**src/rtl/regfile_pkg.sv**
```systemverilog
// Shared widths, forwarding-select and write-enable helpers for the
// forwarding register file family.
package regfile_pkg;

  localparam int DEF_DATA_W = 16;
  localparam int DEF_ADDR_W = 3;
  localparam int DEF_NUM_WR = 2;
  localparam int DEF_NUM_RD = 2;

  // Helpers work on vectors padded to these limits so one function serves every instance.
  localparam int MAX_WR     = 16;
  localparam int MAX_ADDR_W = 16;
  localparam int SEL_W      = 4;

  typedef struct packed {
    logic             hit;
    logic [SEL_W-1:0] port;
  } fwd_sel_t;

  // Later ports override earlier ones, so the highest-index match is returned.
  function automatic fwd_sel_t rf_fwd_sel(
    input logic [MAX_WR-1:0]            we_eff,
    input logic [MAX_WR*MAX_ADDR_W-1:0] waddr,
    input logic [MAX_ADDR_W-1:0]        raddr
  );
    fwd_sel_t sel;
    sel = '0;
    for (int k = 0; k < MAX_WR; k++) begin
      if (we_eff[k] && (waddr[k*MAX_ADDR_W +: MAX_ADDR_W] == raddr)) begin
        sel.hit  = 1'b1;
        sel.port = SEL_W'(k);
      end
    end
    return sel;
  endfunction

  function automatic logic rf_eff_we(
    input logic we,
    input logic addr_is_zero,
    input logic zero_r0
  );
    return we && !(zero_r0 && addr_is_zero);
  endfunction

endpackage

```
**src/rtl/regfile_fwd_mux.sv**
```systemverilog
// One read port: picks forwarded write data over the stored value and
// reports whether the result is current.
module regfile_fwd_mux
  import regfile_pkg::*;
#(
  parameter int DATA_W  = DEF_DATA_W,
  parameter int ADDR_W  = DEF_ADDR_W,
  parameter int NUM_WR  = DEF_NUM_WR,
  parameter int ZERO_R0 = 0
) (
  input  logic [NUM_WR-1:0]        we_eff,
  input  logic [NUM_WR*ADDR_W-1:0] waddr,
  input  logic [NUM_WR*DATA_W-1:0] wdata,
  input  logic [DATA_W-1:0]        reg_data,
  input  logic [ADDR_W-1:0]        raddr,
  input  logic                     pend_bit,
  output logic [DATA_W-1:0]        rdata,
  output logic                     rvalid
);

  localparam logic ZR0 = (ZERO_R0 != 0);

  logic [MAX_WR-1:0]            we_pad;
  logic [MAX_WR*MAX_ADDR_W-1:0] waddr_pad;
  logic [MAX_ADDR_W-1:0]        raddr_pad;
  fwd_sel_t                     sel;
  logic [DATA_W-1:0]            fwd_data;
  logic                         is_r0;

  always_comb begin
    we_pad    = '0;
    waddr_pad = '0;
    for (int k = 0; k < NUM_WR; k++) begin
      we_pad[k] = we_eff[k];
      waddr_pad[k*MAX_ADDR_W +: MAX_ADDR_W] = MAX_ADDR_W'(waddr[k*ADDR_W +: ADDR_W]);
    end
    raddr_pad = MAX_ADDR_W'(raddr);
  end

  assign sel = rf_fwd_sel(we_pad, waddr_pad, raddr_pad);

  always_comb begin
    fwd_data = '0;
    for (int k = 0; k < NUM_WR; k++) begin
      if (sel.port == SEL_W'(k)) fwd_data = wdata[k*DATA_W +: DATA_W];
    end
  end

  assign is_r0 = ZR0 && (raddr == '0);

  // A hardwired R0 is always current and never forwarded.
  always_comb begin
    if (is_r0) begin
      rdata  = '0;
      rvalid = 1'b1;
    end else if (sel.hit) begin
      rdata  = fwd_data;
      rvalid = 1'b1;
    end else begin
      rdata  = reg_data;
      rvalid = !pend_bit;
    end
  end

endmodule

```
**src/rtl/regfile_fwd_sb.sv**
```systemverilog
// Multi-port register file with write-to-read forwarding, a pending
// scoreboard for issued producers and a same-address write conflict flag.
module regfile_fwd_sb
  import regfile_pkg::*;
#(
  parameter int DATA_W  = DEF_DATA_W,
  parameter int ADDR_W  = DEF_ADDR_W,
  parameter int NUM_WR  = DEF_NUM_WR,
  parameter int NUM_RD  = DEF_NUM_RD,
  parameter int ZERO_R0 = 0
) (
  input  logic                     clk,
  input  logic                     rst,
  input  logic [NUM_WR-1:0]        we,
  input  logic [NUM_WR*ADDR_W-1:0] waddr,
  input  logic [NUM_WR*DATA_W-1:0] wdata,
  input  logic [NUM_RD*ADDR_W-1:0] raddr,
  output logic [NUM_RD*DATA_W-1:0] rdata,
  output logic [NUM_RD-1:0]        rvalid,
  input  logic                     rsv_en,
  input  logic [ADDR_W-1:0]        rsv_addr,
  output logic [2**ADDR_W-1:0]     pending,
  output logic                     wr_conflict
);

  localparam int   NREG = 2**ADDR_W;
  localparam logic ZR0  = (ZERO_R0 != 0);

  logic [DATA_W-1:0] regs [NREG];
  logic [NUM_WR-1:0] we_eff;
  logic [NREG-1:0]   pend_nxt;
  logic              conflict_nxt;

  always_comb begin
    we_eff = '0;
    for (int k = 0; k < NUM_WR; k++) begin
      we_eff[k] = rf_eff_we(we[k], waddr[k*ADDR_W +: ADDR_W] == '0, ZR0);
    end
  end

  // Writes are applied in port order so the highest-index port lands last.
  always_ff @(posedge clk or posedge rst) begin
    if (rst) begin
      for (int i = 0; i < NREG; i++) regs[i] <= '0;
    end else begin
      for (int k = 0; k < NUM_WR; k++) begin
        if (we_eff[k]) regs[waddr[k*ADDR_W +: ADDR_W]] <= wdata[k*DATA_W +: DATA_W];
      end
    end
  end

  // Reserve is applied after the clears: a freshly issued producer outranks a retiring one.
  always_comb begin
    pend_nxt = pending;
    for (int k = 0; k < NUM_WR; k++) begin
      if (we_eff[k]) pend_nxt[waddr[k*ADDR_W +: ADDR_W]] = 1'b0;
    end
    if (rsv_en && !(ZR0 && (rsv_addr == '0))) pend_nxt[rsv_addr] = 1'b1;
  end

  always_comb begin
    conflict_nxt = 1'b0;
    for (int i = 0; i < NUM_WR; i++) begin
      for (int j = i + 1; j < NUM_WR; j++) begin
        if (we_eff[i] && we_eff[j] &&
            (waddr[i*ADDR_W +: ADDR_W] == waddr[j*ADDR_W +: ADDR_W]))
          conflict_nxt = 1'b1;
      end
    end
  end

  always_ff @(posedge clk or posedge rst) begin
    if (rst) begin
      pending     <= '0;
      wr_conflict <= 1'b0;
    end else begin
      pending     <= pend_nxt;
      wr_conflict <= conflict_nxt;
    end
  end

  for (genvar i = 0; i < NUM_RD; i++) begin : g_rd
    logic [ADDR_W-1:0] ra;
    logic [DATA_W-1:0] reg_data;

    assign ra       = raddr[i*ADDR_W +: ADDR_W];
    assign reg_data = regs[ra];

    regfile_fwd_mux #(
      .DATA_W  (DATA_W),
      .ADDR_W  (ADDR_W),
      .NUM_WR  (NUM_WR),
      .ZERO_R0 (ZERO_R0)
    ) u_mux (
      .we_eff   (we_eff),
      .waddr    (waddr),
      .wdata    (wdata),
      .reg_data (reg_data),
      .raddr    (ra),
      .pend_bit (pending[ra]),
      .rdata    (rdata[i*DATA_W +: DATA_W]),
      .rvalid   (rvalid[i])
    );
  end

endmodule

```
**config.mk**
```make
export PLATFORM = sky130hd
export DESIGN_NAME = regfile_fwd_sb
export DESIGN_NICKNAME = d
export VERILOG_FILES = /design/src/rtl/regfile_pkg.sv /design/src/rtl/regfile_fwd_mux.sv /design/src/rtl/regfile_fwd_sb.sv
export SDC_FILE = /design/constraint.sdc
export NUM_CORES = 1
export LEC_CHECK = 0
export ABC_CLOCK_PERIOD_IN_PS = 8500
export BUFFER_PORTS_ARGS = -buffer_cell sky130_fd_sc_hd__buf_2
export CAP_MARGIN = 20
export CORE_MARGIN = 2
export CORE_UTILIZATION = 65
export CTS_CLUSTER_SIZE = 16
export DETAILED_ROUTE_END_ITERATION = 6
export PLACE_DENSITY = 0.87
export SLEW_MARGIN = 20
export SYNTH_ARGS = -nofsm -noshare
export SYNTH_HDL_FRONTEND = slang
export SYNTH_HIERARCHICAL = 1
export SYNTH_SLANG_ARGS = --single-unit
```
**constraint.sdc**
```tcl
create_clock -name clk -period 8.5 [get_ports clk]
set_input_delay 1.7 -clock clk [delete_from_list [all_inputs] [get_ports clk]]
set_output_delay 1.7 -clock clk [all_outputs]
set_load 0.05 [all_outputs]
```
=== Word-level counts from Yosys, hierarchy flattened ===
Cells that the tools add are included.
W data, S select, Z words.

* Mux-type cells: 40
* Order comparisons: 14
* Bitwise gates (word level): 9
* Equal/unequal tests: 7
* Reduce and logical (&&, ||, !) cells: 15

{| class="wikitable"
|+ Operator list
! kind !! number
|-
| $bwmux W128 || 2
|-
| $mux W128 || 2
|-
| $mux W16 || 12
|-
| $bmux W16 S3 || 2
|-
| $demux W16 S3 || 2
|-
| $mux W8 || 3
|-
| $lt A3 B4 Y1 const B || 5
|-
| $mux W5 || 4
|-
| $and A8 B8 Y8 || 2
|-
| $ge A4 B4 Y1 const B || 4
|-
| $not A3 Y4 || 4
|-
| $not A8 Y8 || 2
|-
| $eq A3 B3 Y1 || 5
|-
| $logic_and A1 B1 Y1 || 11
|-
| $demux W1 S3 || 3
|-
| $ge A3 B1 Y1 const B || 3
|-
| $eq A4 B1 Y1 const B || 2
|-
| $logic_not A4 Y1 || 2
|-
| $lt A4 B1 Y1 const B || 2
|-
| $mux W1 || 8
|-
| $or A8 B8 Y8 || 1
|-
| $bmux W1 S3 || 2
|-
| $logic_not A1 Y1 || 2
|}

* Word-level logic and storage cells: 95
* Bits in registers: 137
* Output and inout bits: 43
* Input port bits: 52

=== Longest topological paths before layout ===
* Depth after elaboration: 11
* Mapped depth: 6
* Gate-level depth less buffers: 4

=== Cells and area by module ===
Netlist, hierarchy kept.

{| class="wikitable"
|+ By module, submodules not included
! module !! area an instance (um^2) !! cells an instance !! sequential area each (um^2) !! instances
|-
| regfile_fwd_sb || 8824.7 || 766 || 3428.3 || 1
|-
| regfile_fwd_mux || 416.6 || 62 || 0.0 || 2
|}

=== Worst setup path after synthesis ===
OpenSTA, ideal clock, no wires.

* Path type: input port to output port
* Start: input raddr[5]
* End: output rdata[17]
* Setup slack: 3407 ps
* Arrival time: 3393 ps
* Stages on the path: 5
* Data required time: 6800 ps
* Buffers on the path: 2
* Cell sequence: clkbuf_1 -> clkbuf_1 -> mux2_2 -> mux2i_1 -> a21oi_1

* Elaborated cells between the ends (all ways): 15
* Those cells by class: eq/ne: 3; mux: 8; bitwise: 1; reduce/logical: 3

{| class="wikitable"
|+ RTL lines
! item !! line !! RTL
|-
| start, declared || regfile_fwd_sb.sv:17 || <nowiki>input logic [NUM_RD*ADDR_W-1:0] raddr,</nowiki>
|-
| $not A3 Y4 (implied by the code) || regfile_fwd_sb.sv:87 || <nowiki>assign reg_data = regs[ra];</nowiki>
|-
| $bmux W16 S3 || regfile_fwd_sb.sv:87 ||
|-
| $mux W16 (implied by the code) (2 in series) || regfile_fwd_sb.sv:87 ||
|-
| via g_rd[1].reg_data[1] || regfile_fwd_sb.sv:84 || <nowiki>logic [DATA_W-1:0] reg_data;</nowiki>
|-
| $mux W16 || regfile_fwd_mux.sv:56 || <nowiki>end else if (sel.hit) begin</nowiki>
|-
| end, declared || regfile_fwd_sb.sv:18 || <nowiki>output logic [NUM_RD*DATA_W-1:0] rdata,</nowiki>
|}

The timed path passes the listed nets, and every way through them passes these cells. The select of a mux whose other input is x is not followed.

=== Worst setup path in the final report ===
* Start: input raddr[0]
* End: output rdata[5]

* Cells in the longest elaborated chain, start to end: 7
* Elaborated cells between the ends (all ways): 15
* Those cells by class: eq/ne: 3; mux: 8; bitwise: 1; reduce/logical: 3

{| class="wikitable"
|+ RTL lines
! item !! line !! RTL
|-
| $eq A3 B3 Y1 || regfile_pkg.sv:29 || <nowiki>if (we_eff[k] && (waddr[k*MAX_ADDR_W +: MAX_ADDR_W] == raddr)) begin</nowiki>
|-
| $logic_and A1 B1 Y1 || regfile_pkg.sv:29 ||
|-
| $mux W5 || regfile_pkg.sv:29 ||
|-
| $logic_not A4 Y1 || regfile_fwd_mux.sv:45 || <nowiki>if (sel.port == SEL_W'(k)) fwd_data = wdata[k*DATA_W +: DATA_W];</nowiki>
|-
| $mux W16 (2 in series) || regfile_fwd_mux.sv:45 ||
|-
| $mux W16 (*) || regfile_fwd_mux.sv:56 ||
|}

Mark *: on every way between the ends. The rest lies on a longest branch, timed or not. The select of a mux whose other input is x is not followed.

==> impl_results.md <==
* Setup bufs post-CTS at 0
* Power consumption at 2.54 mW
* Number of CTS-inserted buffers at 17
* CP Class: in -> out
* R2r endpoint: regs[28]
* Count leader, synth: mux2i_1
* Reg2reg start: regs[28]
* First-pass DRT Iterations at 6
* Clock Sinks at 137
* Hold Startpoint: pending[5]
* CP arrival at 4.51 ns
* First-pass GRT wire length at 44.0 mm
* Worst-Margin Slew at 1.03 ns
* Clk_lat worst skew at 0.43 ns
* Area grow syn2layout at 8.59%
* Status: complete, no violations
* CP required at 6.80 ns
* Gp weighted congestion at 0.801
* Die X at 126 um
* Sequential share of the synthesized area at 0.355
* DRC errors left at 0
* Final WL at 28.0 mm
* Starting Density at 0.665
* CTS tree: yes
* Max Cap Violations at 0
* Syn_nets at 942
* CTS max path bufs at 2
* Largest net degree at the start of global routing at 76
* Row cnt at 44
* Startpoint Class: input port
* Fin crit share at 0.731
* Vias in the first global route at 7974
* Clock root buffer: clkbuf_16
* Die area at 15800 um2
* Cells after Synth at 890
* Tmin final at 6.21 ns
* Largest area contributor in the netlist: dfrtp_1
* Antenna cells at 0
* CORE AREA at 14500 um2
* Initial antenna violation count at 0
* Final Slew Violations at 0
* Vias per inst at 7.17
* Chip Height at 126 um
* Cells resized by post-CTS repair at 0
* ANT nets after route at 0
* Pleak at 4.85 nW
* CTS Hold Bufs at 0
* WHS at 0.581 ns
* DRT iter0 DRCs at 911
* Relative slew slack at 0.308
* Synthesis Warnings at 6
* Async SR Flop Fraction at 1.00
* Setup TNS at 0 ns
* IO Port Bufs at 94
* Clock Skew at 0 ns
* Fin nets at 965
* Gr ovfl total at 0
* RSZ-0062 raised after global routing: no
* Final std cells w/o fill at 1110
* Primary FF master, synth: dfrtp_1
* Synth Cell Area at 9660 um2
* Hold endpoint: pending[5]
* Top cells by count, synth: mux2i_1 (160), dfrtp_1 (137), a21oi_1 (96), nor2_1 (96), nand2_1 (66)
* Max VDD drop at 0.174 mV
* Final Hold Fails at 0
* Placed cell count at 1077
* Top post-synthesis cells by area: dfrtp_1 (35%), mux2i_1 (17%), mux4_1 (12%)
* EDFF count, synth at 0
* Hold WC Path Type: reg -> reg
* Setup crit end kind: primary output
* Achievable Freq at 161 MHz
* Flops & latches, synth at 137
* Share of the synthesized area in the top cell type at 0.355
* GR Util All Layers at 0.362
* I/O pin cnt at 95
* Yosys cell types at 29
* # setup viols final at 0
* DP HPWL at 15.9 mm
* Drt wl/cell at 25.2 um
* CTS clk-pin slew, worst paths at 0.06 ns
* R2r setup slk at 7.61 ns
* Via count at 7956
* R2R depth at 2
* Power Density at 243 nW/um2
* Mapped Avg Cell Area at 10.9 um2
* Layout cells sized above 1 at 0.227
* Min-Delay Path Depth at 2
* # H-tree levels at 4
* CP Max Fanout at 36
## placed cells by master, fill, tap and decap left out, drive strengths merged, types with 7 or more instances in the layout
cell    synthesis  routed
nand3           7       7
nor2           96      96
clkbuf         48      26
mux2i         160     160
dfrtp         137     137
nand2          66      66
xnor2          13      13
buf            62     114
o21ai          68      68
mux4           68      68
mux2           34      34
a21oi          96      96
## state kept, by name, indices dropped and copies added (netlist names)
register	count
regs	128
pending	8
wr_conflict	1
## area by class of cell
cell class | count | area, um2
repair buffers | 114 | 624
inverters | 3 | 16.3
flip-flops and latches | 137 | 3430
clock inverters | 6 | 109
well taps | 184 | 230
fillers | 934 | 4050
multi-input cells | 640 | 5560
clock buffers | 26 | 519
## stage by stage
stage / cell area [um2] / setup slack (ns) / util
global route: 10500 / 2.25 / 0.722
global placement: 9850 / 2.45 / 0.678
detailed placement: 9850 / 2.38 / 0.678
floorplan: 9660 / 3.13 / -
finish: 10500 / 2.29 / 0.722
CTS: 10500 / 2.35 / 0.721
## metal layers
metal / vias up / wire [um] / GRT usage
met3: 161 / 2920 / 0.0977
met2: 619 / 13300 / 0.566
met4: 0 / 1600 / 0.227
met5: - / 0 / 0
li1: 3308 / - / -
met1: 3868 / 10200 / 0.452
## power by group
part	switching (mW)	internal, mW
Clock	0.280	0.508
Combinational	0.490	0.347
Sequential	0.123	0.796
## critical path, cell delays in order
cell and delay [ns]:
buf_2 0.08, buf_4 0.55, xnor2_1 0.19, nand4_1 0.82, buf_4 0.53, a21oi_1 0.29, buf_2 0.33
## logic make-up after synthesis
| group | synth area share |
|---|---|
| compound gates | 0.0886 |
| simple gates | 0.0924 |
| xor+xnor | 0.0136 |
| flops | 0.355 |
| mux | 0.381 |
| buf+inv | 0.0693 |
## worst max-delay path by stage
| stage | from | end |
|---|---|---|
| final | raddr[0] | rdata[5] |
| after global routing | raddr[0] | rdata[5] |
| after CTS | raddr[3] | rdata[21] |
| after detailed placement | raddr[0] | rdata[5] |
| after global placement | raddr[0] | rdata[5] |
| after floorplan | rst | pending[0] |
(Power assumes the default switching activity.)
